### src/rtl/spi_pkg.sv
// Shared definitions for the SPI slave endpoint: FSM states, SPI mode
// encodings and the default word width.
package spi_pkg;

  typedef enum logic {
    IDLE,
    ACTIVE
  } state_t;

  // {CPOL, CPHA}
  localparam logic [1:0] MODE0 = 2'b00;
  localparam logic [1:0] MODE1 = 2'b01;
  localparam logic [1:0] MODE2 = 2'b10;
  localparam logic [1:0] MODE3 = 2'b11;

  localparam int unsigned DEFAULT_WIDTH = 8;

endpackage

### src/rtl/spi_sync_edge.sv
// Multi-flop synchronizer for one asynchronous input, with rise/fall
// detection against one extra delayed copy of the synchronized level.
module spi_sync_edge #(
  parameter int unsigned STAGES    = 2,
  parameter logic        RESET_VAL = 1'b0
) (
  input  logic i_clk,
  input  logic i_reset,
  input  logic i_async,
  output logic o_level,
  output logic o_rise,
  output logic o_fall
);

  logic [STAGES-1:0] r_sync;
  logic              r_dly;

  always_ff @(posedge i_clk) begin
    if (i_reset) begin
      r_sync <= {STAGES{RESET_VAL}};
      r_dly  <= RESET_VAL;
    end else begin
      r_sync <= {r_sync[STAGES-2:0], i_async};
      r_dly  <= r_sync[STAGES-1];
    end
  end

  assign o_level = r_sync[STAGES-1];
  assign o_rise  = r_sync[STAGES-1] & ~r_dly;
  assign o_fall  = ~r_sync[STAGES-1] & r_dly;

endmodule

### src/rtl/spi_slave.sv
// SPI slave endpoint: oversampled SCLK/SS_N/MOSI, all four CPOL/CPHA modes,
// LSB-first, single-entry TX buffer and RX_VALID strobe per completed word.
module spi_slave
  import spi_pkg::*;
#(
  parameter int unsigned WIDTH       = DEFAULT_WIDTH,
  parameter int unsigned SYNC_STAGES = 2
) (
  input  logic             CLK,
  input  logic             RESET,
  input  logic             CPOL,
  input  logic             CPHA,
  input  logic             SCLK,
  input  logic             SS_N,
  input  logic             MOSI,
  output logic             MISO,
  output logic             MISO_OE,
  input  logic [WIDTH-1:0] TX_DATA,
  input  logic             TX_LOAD,
  output logic             TX_READY,
  output logic [WIDTH-1:0] RX_DATA,
  output logic             RX_VALID,
  output logic             BUSY,
  output logic             FRAME_ERR
);

  localparam int unsigned CW = $clog2(WIDTH + 1);

  logic w_sclk_rise, w_sclk_fall, w_sclk_unused_lvl;
  logic w_ss_rise, w_ss_fall, w_ss_unused_lvl;
  logic w_mosi, w_mosi_unused_rise, w_mosi_unused_fall;

  spi_sync_edge #(.STAGES(SYNC_STAGES), .RESET_VAL(1'b0)) u_sync_sclk (
    .i_clk   (CLK),
    .i_reset (RESET),
    .i_async (SCLK),
    .o_level (w_sclk_unused_lvl),
    .o_rise  (w_sclk_rise),
    .o_fall  (w_sclk_fall)
  );

  // SS_N idles high, so a deselected slave sees no false frame start after reset.
  spi_sync_edge #(.STAGES(SYNC_STAGES), .RESET_VAL(1'b1)) u_sync_ss (
    .i_clk   (CLK),
    .i_reset (RESET),
    .i_async (SS_N),
    .o_level (w_ss_unused_lvl),
    .o_rise  (w_ss_rise),
    .o_fall  (w_ss_fall)
  );

  spi_sync_edge #(.STAGES(SYNC_STAGES), .RESET_VAL(1'b0)) u_sync_mosi (
    .i_clk   (CLK),
    .i_reset (RESET),
    .i_async (MOSI),
    .o_level (w_mosi),
    .o_rise  (w_mosi_unused_rise),
    .o_fall  (w_mosi_unused_fall)
  );

  state_t           r_state, w_state_next;
  logic             r_cpol, r_cpha;
  logic [WIDTH-1:0] r_tx, r_rx, r_rx_data, r_tx_buf;
  logic             r_tx_full;
  logic [CW-1:0]    r_cnt;
  logic             r_skip_first, r_reload_pending;
  logic             r_miso, r_rx_valid, r_frame_err;

  logic             w_start, w_stop, w_sample, w_shift;
  logic             w_sample_edge, w_shift_edge;
  logic             w_accept, w_consume;
  logic [WIDTH-1:0] w_load_word, w_rx_next;

  always_comb begin
    w_sample_edge = 1'b0;
    w_shift_edge  = 1'b0;
    case ({r_cpol, r_cpha})
      MODE0, MODE3: begin
        w_sample_edge = w_sclk_rise;
        w_shift_edge  = w_sclk_fall;
      end
      MODE1, MODE2: begin
        w_sample_edge = w_sclk_fall;
        w_shift_edge  = w_sclk_rise;
      end
      default: ;
    endcase
  end

  always_ff @(posedge CLK) begin
    if (RESET) r_state <= IDLE;
    else       r_state <= w_state_next;
  end

  always_comb begin
    w_state_next = r_state;
    w_start      = 1'b0;
    w_stop       = 1'b0;
    w_sample     = 1'b0;
    w_shift      = 1'b0;
    case (r_state)
      IDLE: begin
        if (w_ss_fall) begin
          w_start      = 1'b1;
          w_state_next = ACTIVE;
        end
      end
      ACTIVE: begin
        if (w_ss_rise) begin
          w_stop       = 1'b1;
          w_state_next = IDLE;
        end else begin
          w_sample = w_sample_edge;
          w_shift  = w_shift_edge;
        end
      end
      default: w_state_next = IDLE;
    endcase
  end

  assign w_load_word = r_tx_full ? r_tx_buf : '0;
  assign w_rx_next   = {w_mosi, r_rx[WIDTH-1:1]};
  assign w_accept    = TX_LOAD & ~r_tx_full;
  assign w_consume   = w_start | (w_shift & ~r_skip_first & r_reload_pending);

  always_ff @(posedge CLK) begin
    if (RESET) begin
      r_cpol           <= 1'b0;
      r_cpha           <= 1'b0;
      r_tx             <= '0;
      r_rx             <= '0;
      r_rx_data        <= '0;
      r_tx_buf         <= '0;
      r_tx_full        <= 1'b0;
      r_cnt            <= '0;
      r_skip_first     <= 1'b0;
      r_reload_pending <= 1'b0;
      r_miso           <= 1'b0;
      r_rx_valid       <= 1'b0;
      r_frame_err      <= 1'b0;
    end else begin
      r_rx_valid  <= 1'b0;
      r_frame_err <= 1'b0;

      // A load into an empty buffer wins over a same-cycle consume, which took zeros.
      if (w_accept) begin
        r_tx_buf  <= TX_DATA;
        r_tx_full <= 1'b1;
      end else if (w_consume) begin
        r_tx_full <= 1'b0;
      end

      if (w_start) begin
        r_cpol           <= CPOL;
        r_cpha           <= CPHA;
        r_tx             <= w_load_word;
        r_miso           <= w_load_word[0];
        r_rx             <= '0;
        r_cnt            <= '0;
        r_skip_first     <= CPHA;
        r_reload_pending <= 1'b0;
      end else if (w_stop) begin
        r_miso           <= 1'b0;
        r_frame_err      <= (r_cnt != '0);
        r_cnt            <= '0;
        r_skip_first     <= 1'b0;
        r_reload_pending <= 1'b0;
      end else begin
        if (w_sample) begin
          r_rx <= w_rx_next;
          if (r_cnt == CW'(WIDTH - 1)) begin
            r_rx_data        <= w_rx_next;
            r_rx_valid       <= 1'b1;
            r_cnt            <= '0;
            r_reload_pending <= 1'b1;
          end else begin
            r_cnt <= r_cnt + 1'b1;
          end
        end
        if (w_shift) begin
          if (r_skip_first) begin
            r_skip_first <= 1'b0;
          end else if (r_reload_pending) begin
            r_tx             <= w_load_word;
            r_miso           <= w_load_word[0];
            r_reload_pending <= 1'b0;
          end else begin
            r_tx   <= r_tx >> 1;
            r_miso <= r_tx[1];
          end
        end
      end
    end
  end

  assign MISO      = r_miso;
  assign MISO_OE   = (r_state == ACTIVE);
  assign BUSY      = (r_state == ACTIVE);
  assign TX_READY  = ~r_tx_full;
  assign RX_DATA   = r_rx_data;
  assign RX_VALID  = r_rx_valid;
  assign FRAME_ERR = r_frame_err;

endmodule

### config.mk
export PLATFORM = sky130hd
export DESIGN_NAME = spi_slave
export DESIGN_NICKNAME = d
export VERILOG_FILES = /design/src/rtl/spi_pkg.sv /design/src/rtl/spi_sync_edge.sv /design/src/rtl/spi_slave.sv
export SDC_FILE = /design/constraint.sdc
export NUM_CORES = 1
export LEC_CHECK = 0
export ABC_AREA = 1
export BUFFER_PORTS_ARGS = -buffer_cell sky130_fd_sc_hd__buf_2
export CAP_MARGIN = 0
export CELL_PAD_IN_SITES_DETAIL_PLACEMENT = 1
export CELL_PAD_IN_SITES_GLOBAL_PLACEMENT = 2
export CORE_UTILIZATION = 27
export CTS_CLUSTER_SIZE = 30
export DETAILED_ROUTE_END_ITERATION = 12
export PLACE_DENSITY_LB_ADDON = 0.3
export SLEW_MARGIN = 15
export SYNTH_ARGS = -nofsm -noshare
export SYNTH_HDL_FRONTEND = slang
export SYNTH_HIERARCHICAL = 1
export SYNTH_SLANG_ARGS = --single-unit
### constraint.sdc
create_clock -name CLK -period 1.7 [get_ports CLK]
set_clock_uncertainty 0.1 [all_clocks]
set_input_delay 0.17 -clock CLK [delete_from_list [all_inputs] [get_ports CLK]]
set_output_delay 0.17 -clock CLK [all_outputs]
set_load 0.01 [all_outputs]
==> results by group <==
Timing
  – Max-slew violations: 0
  – Final Worst Setup Slack: 0.1820 ns
  – Final count of hold timing violations: 0
  – RSZ-0062 raised after global routing: no
  – Crit share post-route: 89.30%
  – Slew @ Worst Pin: approximately 0.34 ns
  – Post-route setup TNS: 0 ns
  – Setup violators final: 0
  – Min cycle time layout: approximately 1.5 ns
  – Max Freq: 0.6588 GHz
  – Fin Hold WS: 0.01972 ns
  – Max_slew headroom: around 77%

GRT
  – Largest net degree at the start of global routing: 24
  – Overflow after GRT: 0
  – First-pass GRT wire length: 8211 µm
  – Initial antenna violation count: 0
  – GRT Util Overall: 12.25%
  – Vias in the first global route: approximately 1.8k

Placed design
  – Port Buffers: 29
  – Final Wtd Congestion: 0.7305
  – Post-DP Area: 2369 µm²
  – Dpl ws: 0.08785 ns
  – Detail Placement HPWL: around 3400 µm

Final layout
  – Ant diodes: 0
  – Final std cell area, no fill: approximately 2500 µm²
  – Area Overhead vs Synth: 17.84%
  – Final Net Count: 328
  – Proportion of layout cells with a drive suffix above 1: 21.54%
  – Fillers: 928

Routing
  – DRT iter0 DRCs: 53
  – Final WL: 4647 µm
  – DR vias: 1766
  – Drt pass-1 iters: 4
  – DR WL/cell: 11.33 µm
  – Post-DRT Antenna Nets: 0
  – Vias per inst: around 4.3
  – Final routed DRC violation total: 0

Run
  – Max Cap Viol: 0

Die
  – Die area: 8204 µm²
  – Num rows: 31
  – Die width: ~91 µm
  – Die height: 90.58 µm
  – Starting density of the core: 28.59%
  – I/O pin cnt: 30
  – Core area: 7408 µm²

Critical path
  – Critical Path Source Type: register
  – Crit path max fanout: 8
  – Critical Path RT: 1.81 ns
  – Worst Reg2Reg Path Length in Cells: 7
  – Crit Path Class: reg2reg
  – Worst Path Arrival: 1.63 ns
  – Crit end category: register

CTS
  – Clock-pin slew on the worst setup and hold paths: 0.10 ns
  – Post-CTS Setup Inserts: 0
  – Clk Tree Root Cell: clkbuf_8
  – CTS Sinks: 51
  – Longest Clk Path Bufs: 2
  – Clock latency on the worst-skew pair: 0.30 ns
  – CTS buffer count: 5
  – Htree depth: 2
  – CTS tree: yes

Synthesis
  – Mean post-synth cell area: 7.731 µm²
  – Synth warn: 6
  – Cell Area, Synth: 2118 µm²
  – Syn Nets: about 300
  – Mapped Cells: 274

Pwr
  – VDD IR-drop max: 0.4094 mV
  – P_leak: approximately 1.1 nW
  – Power Density: 872.5 nW/µm²

Status
  – Status: complete, no violations

Worst hold path
  – Hold Path Class: in2reg
  – Hold Crit Depth: 3
[where the power goes]
group	internal [mW]	switching, mW
logic	0.0765	0.125
clock network	0.295	0.425
registers	1.23	0.0217
[worst paths after layout]
check / endpoint / startpoint / slack, ns
min: r_tx_buf[5] / TX_DATA[5] / 0.02
min reg2reg: u_sync_sclk/r_sync[1] / u_sync_sclk/r_sync[0] / 0.31
max: RX_DATA[4] / r_cnt[1] / 0.18
max reg2reg: RX_DATA[4] / r_cnt[1] / 0.18
[layout make-up]
class	instances	area (µm²)	share of cell area (%)
Clock buffer	5	68.82	2.757
Clock inverter	3	25.02	1.003
Inverter	31	120.1	4.812
Multi-Input combinational cell	184	923.4	36.99
Sequential cell	51	1022	40.95
Tap cell	99	123.9	4.962
Timing Repair Buffer	37	212.7	8.521
[worst max-delay path: stages, from the launching register on]
cell and delay (ns):
dfxtp_1 0.37, ha_1 0.18, inv_1 0.06, nor3_2 0.12, nand4_2 0.19, buf_4 0.21, o21ai_1 0.15, nor2_1 0.05
[metrics by stage]
| step | power, mW | instances | util, % |
|---|---|---|---|
| 2_1_floorplan | 1.420 | 274 | - |
| 3_3_place_gp | 1.479 | 399 | 31.97 |
| 3_5_place_dp | 1.486 | 399 | 31.97 |
| 4_1_cts | 2.225 | 410 | 33.64 |
| 5_1_grt | 2.301 | 410 | 33.69 |
| 6_report | 2.178 | 410 | 33.69 |
[metal layers]
layer	up-vias	wire length, µm	global-route usage [%]
li1	937	-	-
met1	804	2388	16.33
met2	23	2098	19.95
met3	2	133	2.609
met4	0	26	3.226
met5	-	0	0
[placed cells by master (no fill, tap or decap), types with 3 or more instances in the layout]
cell           instances
nor3_2                 3
o21ai_1                9
dfxtp_1               50
o21ai_0               16
inv_2                  6
nand4_1                3
nand3_1               11
dlygate4sd3_1          3
a21oi_1               18
nor2_1                60
clkbuf_8               5
buf_4                  5
buf_2                 29
nand2_1               43
inv_1                 22
[flip-flops by register name (all words and copies together) (netlist names), 2 cells and up]
signal              cells
RX_DATA                 8
r_cnt                   4
r_rx                    7
r_tx                    7
r_tx_buf                8
u_sync_mosi/r_sync      2
u_sync_sclk/r_sync      2
u_sync_ss/r_sync        2
[repair_timing]
action,4_1_cts,5_1_grt
hold buffers,3,0
endpoints found under the hold margin,3,0
endpoints found under the setup margin,0,8
resized for setup,0,2
Power figures use the tool's default switching activity.
